**config.mk**
```make
export PLATFORM = sky130hd
export DESIGN_NAME = tt3_sweep_ctrl
export DESIGN_NICKNAME = d
export VERILOG_FILES = /design/src/rtl/tt3_sweep_ctrl.sv
export SDC_FILE = /design/constraint.sdc
export NUM_CORES = 1
export LEC_CHECK = 0
export CAP_MARGIN = 0
export CORE_ASPECT_RATIO = 0.5
export CORE_MARGIN = 3
export CORE_UTILIZATION = 53
export DETAILED_ROUTE_END_ITERATION = 8
export GPL_TIMING_DRIVEN = 0
export PLACE_DENSITY = 0.78
export SLEW_MARGIN = 15
export SYNTH_ARGS = -nofsm -noshare
export SYNTH_HDL_FRONTEND = slang
export SYNTH_SLANG_ARGS = --single-unit
```
**constraint.sdc**
```tcl
create_clock -name clk -period 2.31 [get_ports clk]
set_input_delay 0.231 -clock clk [delete_from_list [all_inputs] [get_ports clk]]
set_output_delay 0.231 -clock clk [all_outputs]
set_load 0.01 [all_outputs]
```
**src/rtl/tt3_sweep_ctrl.sv**
```systemverilog
// tt3_sweep_ctrl
//
// Characterises one 3-input truth-table gate (m0xNN family). The gate inputs
// step through the combinations 000..111. Each combination is held for
// SETTLE_CYCLES cycles, and then the gate output is sampled. The observed
// 8-bit code is assembled and compared with the expected code latched at
// start. Combination 000 lands in the MSB, so a gate that is high for
// 011..111 reads back as 8'h1F.
//
// Ports
//   clk          in   single clock, rising edge
//   reset        in   synchronous, active-high
//   start        in   begin a sweep (honoured in IDLE only; beats abort there)
//   abort        in   cancel a sweep in progress (ignored in IDLE)
//   expected[8]  in   expected truth-table code, latched on accepted start
//   dut_out      in   gate output
//   in1/in2/in3  out  gate inputs (in1 is the MSB of the combination)
//   busy         out  sweep in progress
//   done         out  one-cycle pulse on normal completion
//   pass         out  table_code == latched expected; valid after done
//   table_code   out  observed truth-table code. The port is not named
//                     `table` because that word is reserved in the language.
//
// All outputs are registers. No input reaches an output combinationally.

module tt3_sweep_ctrl #(
  parameter int unsigned SETTLE_CYCLES = 4
) (
  input  logic       clk,
  input  logic       reset,
  input  logic       start,
  input  logic       abort,
  input  logic [7:0] expected,
  input  logic       dut_out,
  output logic       in1,
  output logic       in2,
  output logic       in3,
  output logic       busy,
  output logic       done,
  output logic       pass,
  output logic [7:0] table_code
);

  localparam logic [7:0] CNT_RELOAD = 8'(SETTLE_CYCLES - 1);

  typedef enum logic [1:0] {
    IDLE   = 2'd0,
    SETTLE = 2'd1,
    FINISH = 2'd2
  } state_t;

  state_t     state, state_n;
  logic [2:0] idx, idx_n;
  logic [7:0] cnt, cnt_n;
  logic [2:0] ins, ins_n;
  logic [7:0] tbl_n;
  logic [7:0] exp_q, exp_n;
  logic       pass_n, busy_n, done_n;

  // Insert the sample for combination k at bit position 7-k.
  function automatic logic [7:0] with_sample(input logic [7:0] t,
                                             input logic [2:0] k,
                                             input logic       b);
    logic [7:0] r;
    r = t;
    r[3'd7 - k] = b;
    return r;
  endfunction

  always_comb begin
    state_n = state;
    idx_n   = idx;
    cnt_n   = cnt;
    ins_n   = ins;
    tbl_n   = table_code;
    exp_n   = exp_q;
    pass_n  = pass;
    busy_n  = busy;
    done_n  = 1'b0;

    case (state)
      IDLE: begin
        if (start) begin
          state_n = SETTLE;
          idx_n   = 3'd0;
          cnt_n   = CNT_RELOAD;
          ins_n   = 3'd0;
          tbl_n   = 8'h00;
          pass_n  = 1'b0;
          exp_n   = expected;
          busy_n  = 1'b1;
        end
      end

      SETTLE: begin
        if (abort) begin
          // Abort beats the sample edge. Partial table bits are kept.
          state_n = IDLE;
          idx_n   = 3'd0;
          cnt_n   = 8'd0;
          ins_n   = 3'd0;
          busy_n  = 1'b0;
        end else if (cnt != 8'd0) begin
          cnt_n = cnt - 8'd1;
        end else begin
          tbl_n = with_sample(table_code, idx, dut_out);
          if (idx == 3'd7) begin
            state_n = FINISH;
            ins_n   = 3'd0;
            done_n  = 1'b1;
          end else begin
            idx_n = idx + 3'd1;
            cnt_n = CNT_RELOAD;
            ins_n = idx + 3'd1;
          end
        end
      end

      FINISH: begin
        // table_code already holds the final sample taken on the entry edge.
        state_n = IDLE;
        idx_n   = 3'd0;
        busy_n  = 1'b0;
        if (!abort) begin
          pass_n = (table_code == exp_q);
        end
      end

      default: begin
        state_n = IDLE;
        idx_n   = 3'd0;
        cnt_n   = 8'd0;
        ins_n   = 3'd0;
        busy_n  = 1'b0;
      end
    endcase
  end

  always_ff @(posedge clk) begin
    if (reset) begin
      state      <= IDLE;
      idx        <= 3'd0;
      cnt        <= 8'd0;
      ins        <= 3'd0;
      table_code <= 8'h00;
      pass       <= 1'b0;
      busy       <= 1'b0;
      done       <= 1'b0;
    end else begin
      state      <= state_n;
      idx        <= idx_n;
      cnt        <= cnt_n;
      ins        <= ins_n;
      table_code <= tbl_n;
      pass       <= pass_n;
      busy       <= busy_n;
      done       <= done_n;
    end
    exp_q <= exp_n;
  end

  assign in1 = ins[2];
  assign in2 = ins[1];
  assign in3 = ins[0];

endmodule

```
==> results of run 1 <==
cells by family after synthesis:
family,count (synthesis)
AO/OA/AOI/OAI,47
XOR/XNOR,9
adder cells (fa/ha/maj),4
buffers and inverters,18
flip-flops,35
multiplexers,1
AND/OR/NAND/NOR,77
cell type report:
cell class,count,area share (%)
Multi-Input combinational cell,138,42.9
Inverter,9,1.53
Buffer,9,1.93
Timing Repair Buffer,26,11.8
Tap cell,40,2.27
Clock inverter,3,0.910
Sequential cell,35,35.5
Clock buffer,5,3.13
cells in the mapped netlist (6+ instances only):
cell type   n  area [sq um]
dfxtp_1    27           541
nor2_1     11          41.3
nor3_1     10          50.1
o21ai_0    10          50.1
inv_1       9          33.8
nand2_1     9          33.8
nand4_1     9          56.3
o22ai_1     9          56.3
xor2_1      9          78.8
a21oi_1     8          40.0
edfxtp_1    8           240
clkbuf_1    6          22.5
nand3_1     6          30.0
registers in the layout, summed over array words and instances, names as in the netlist:
signal      count
state           2
done            1
exp_q           8
table_code      8
cnt             8
busy            1
idx             3
ins             3
pass            1
routing by layer:
layer,wire [microns],vias to the layer above
li1,-,794
met1,1920,768
met2,1940,57
met3,327,10
met4,55,0
met5,0,-
worst max-delay path: stages (launching register included):
cell     delay (ns)
dfxtp_1        0.32
inv_1          0.13
ha_1           0.19
nor3b_1        0.41
nand3_1        0.32
or4_1          0.56
a21oi_1        0.16
worst paths after layout:
check | end | slack (ns) | cells past startpoint
worst max-delay path | ins[0] | 0.15 | 6
worst min-delay path | pass | 0.47 | 2
worst max register to register | ins[0] | 0.15 | 6
worst min register to register | pass | 0.47 | 2
power groups by stage:
stage	clock, mW	sequential (mW)	combinational [mW]
final	0.449	0.672	0.222
after global routing	0.488	0.675	0.244
after CTS	0.465	0.672	0.220
after detailed placement	0	0.686	0.218
after global placement	0	0.685	0.211
after floorplan	0	0.682	0.150
==> out/summary.txt, run 1 <==
status -> completed
Routed Antenna Nets -> 0
Data arrival, critical path -> 2.37 ns
max_slew headroom -> 45.6%
Layout Cells excl Fill -> 265
Compound-Gate Fraction of Synth Area -> 18.0%
power share of the sequential group -> 50.0%
critical path type -> reg -> reg
CP required -> 2.52 ns
Root Buffer -> clkbuf_8
Routed WL -> 4250 microns
Adder-Cell Fraction of Synth Area -> 2.79%
Comb power frac -> 16.5%
CP Launch Point -> cnt[0]
max-cap violations -> 0
worst-margin pin slew -> 0.812 ns
Unique masters post-synth -> 48
Startpoint Class -> flop
FFs w/ async S/R, synth -> 0%
post-synthesis simple-gate area fraction -> 26.5%
crit path capture type -> flop
CTS Sinks -> 35
met1 Track Usage GR -> 28.3%
Bufs on Longest Clock Path -> 2
DR vias -> 1629
Rows -> 14
Post-Syn Nets -> 208
detailed placement HPWL -> 3110 microns
setup_tns -> 0 ns
First-pass DRT Iterations -> 5
Die Y -> 47.2 microns
Synth Area in XOR/XNOR -> 4.39%
number of flops mapped to enable cells by yosys -> 8
nets -> 241
dpl cell area -> 2110 sq um
post-route cell area -> 2200 sq um
htree depth -> 2
final count of pins violating max slew -> 0
CTS tree -> built
TritonCTS buffer count -> 5
setup ws final -> 0.154 ns
Synth Warn # -> 0
largest family of logic cells by synthesized area -> simple AND/OR/NAND/NOR gates
met3 Track Usage GR -> 6.83%
worst skew pair latency -> 0.29 ns
most frequent cells in the layout -> dfxtp_1 (27), clkdlybuf4s50_1 (26), nor2_1 (11), o21ai_0 (10), nor3_1 (10)
Reg area -> 781 sq um
clock network power share -> 33.4%
VDD IR max -> 389 uV
fillers -> 245
area delta synth->final -> 22.5%
Pleak -> 0.820 nW
placed insts -> 257
pin count of the biggest net entering global routing -> 13
P_sw -> 0.387 mW
mean routed wirelength per cell -> 16.0 microns
met2 Use GR -> 36.6%
DRC violation count after routing -> 0
Setup WS pre-CTS -> -0.0267 ns
I/O pin count -> 27
PortBufs -> 26
PostCTS Resize Cnt -> 0
total gr overflow -> 0
mux share of post-synthesis cell area -> 0.557%
Highest Clock Rate -> 464 MHz
GRT Overall Usage -> 22.1%
synthesis-stage register bit count -> 35
share of layout cells above drive strength 1 -> 11.1%
vias in the first global route -> 1466
DR vias/cell -> 6.15
Internal Power -> 0.956 mW
Critical R2R Launch -> cnt[0]
DIE WIDTH -> 88.3 microns
Hold/Removal Path Class -> reg -> reg
full die area -> 4170 sq um
pwr dens -> 610 nW/um^2
hold slack -> 0.472 ns
Tmin final -> 2.16 ns
Post-Synthesis Cells -> 191
Initial Util -> 57.6%
most common cell after layout, fill and taps aside -> dfxtp_1
gpl congestion -> 0.887
top_reg_cell synth -> dfxtp_1
Pwr Total -> 1.34 mW
Setup Skew -> 0.00982 ns
Period Utilization, post-route -> 93.3%
sequential area share after synthesis -> 43.5%
final core utilization -> 70.6%
Sw Share -> 28.8%
Mean Syn Cell Area -> 9.41 sq um
clock transition at the registers of the reported paths -> 0.08 ns
Core Region -> 3120 sq um
busiest layer in global routing -> met2
Setup Buffers After CTS -> 0
RSZ-0062 raised after global routing -> false
CP Max Fanout -> 5
first-pass GRT wire length -> 6860 microns
final setup vio count -> 0
initial antenna violation count -> 0
detailed router's first-iteration violation count -> 88
Multi-input gate area -> 945 sq um
Post-CTS Hold Buffers -> 0
synthesized area -> 1800 sq um
min-delay src -> pass
Final Hold Fails -> 0
ANT cells -> 0
(Power assumes the default switching activity.)
==> run 2: changes to the inputs <==
--- a/config.mk
+++ b/config.mk
@@ -9,6 +9,7 @@
 export CORE_ASPECT_RATIO = 0.5
 export CORE_MARGIN = 3
 export CORE_UTILIZATION = 53
+export CTS_CLUSTER_SIZE = 24
 export DETAILED_ROUTE_END_ITERATION = 8
 export GPL_TIMING_DRIVEN = 0
 export PLACE_DENSITY = 0.78
==> results of run 2 <==
Same layout as run 1: the final DEF is identical, and so are final timing and power.
==> run 3: changes to the inputs <==
--- a/config.mk
+++ b/config.mk
@@ -5,7 +5,6 @@
 export SDC_FILE = /design/constraint.sdc
 export NUM_CORES = 1
 export LEC_CHECK = 0
-export CAP_MARGIN = 0
 export CORE_ASPECT_RATIO = 0.5
 export CORE_MARGIN = 3
 export CORE_UTILIZATION = 53
==> constraint.sdc (replaced) <==
create_clock -name clk -period 2.31 [get_ports clk]
set_input_delay 0.231 -clock clk [delete_from_list [all_inputs] [get_ports clk]]
set_output_delay 0.231 -clock clk [all_outputs]
set_load 0.005 [all_outputs]
==> results of run 3 <==
Same layout as run 1 (identical final DEF). Status: completed.
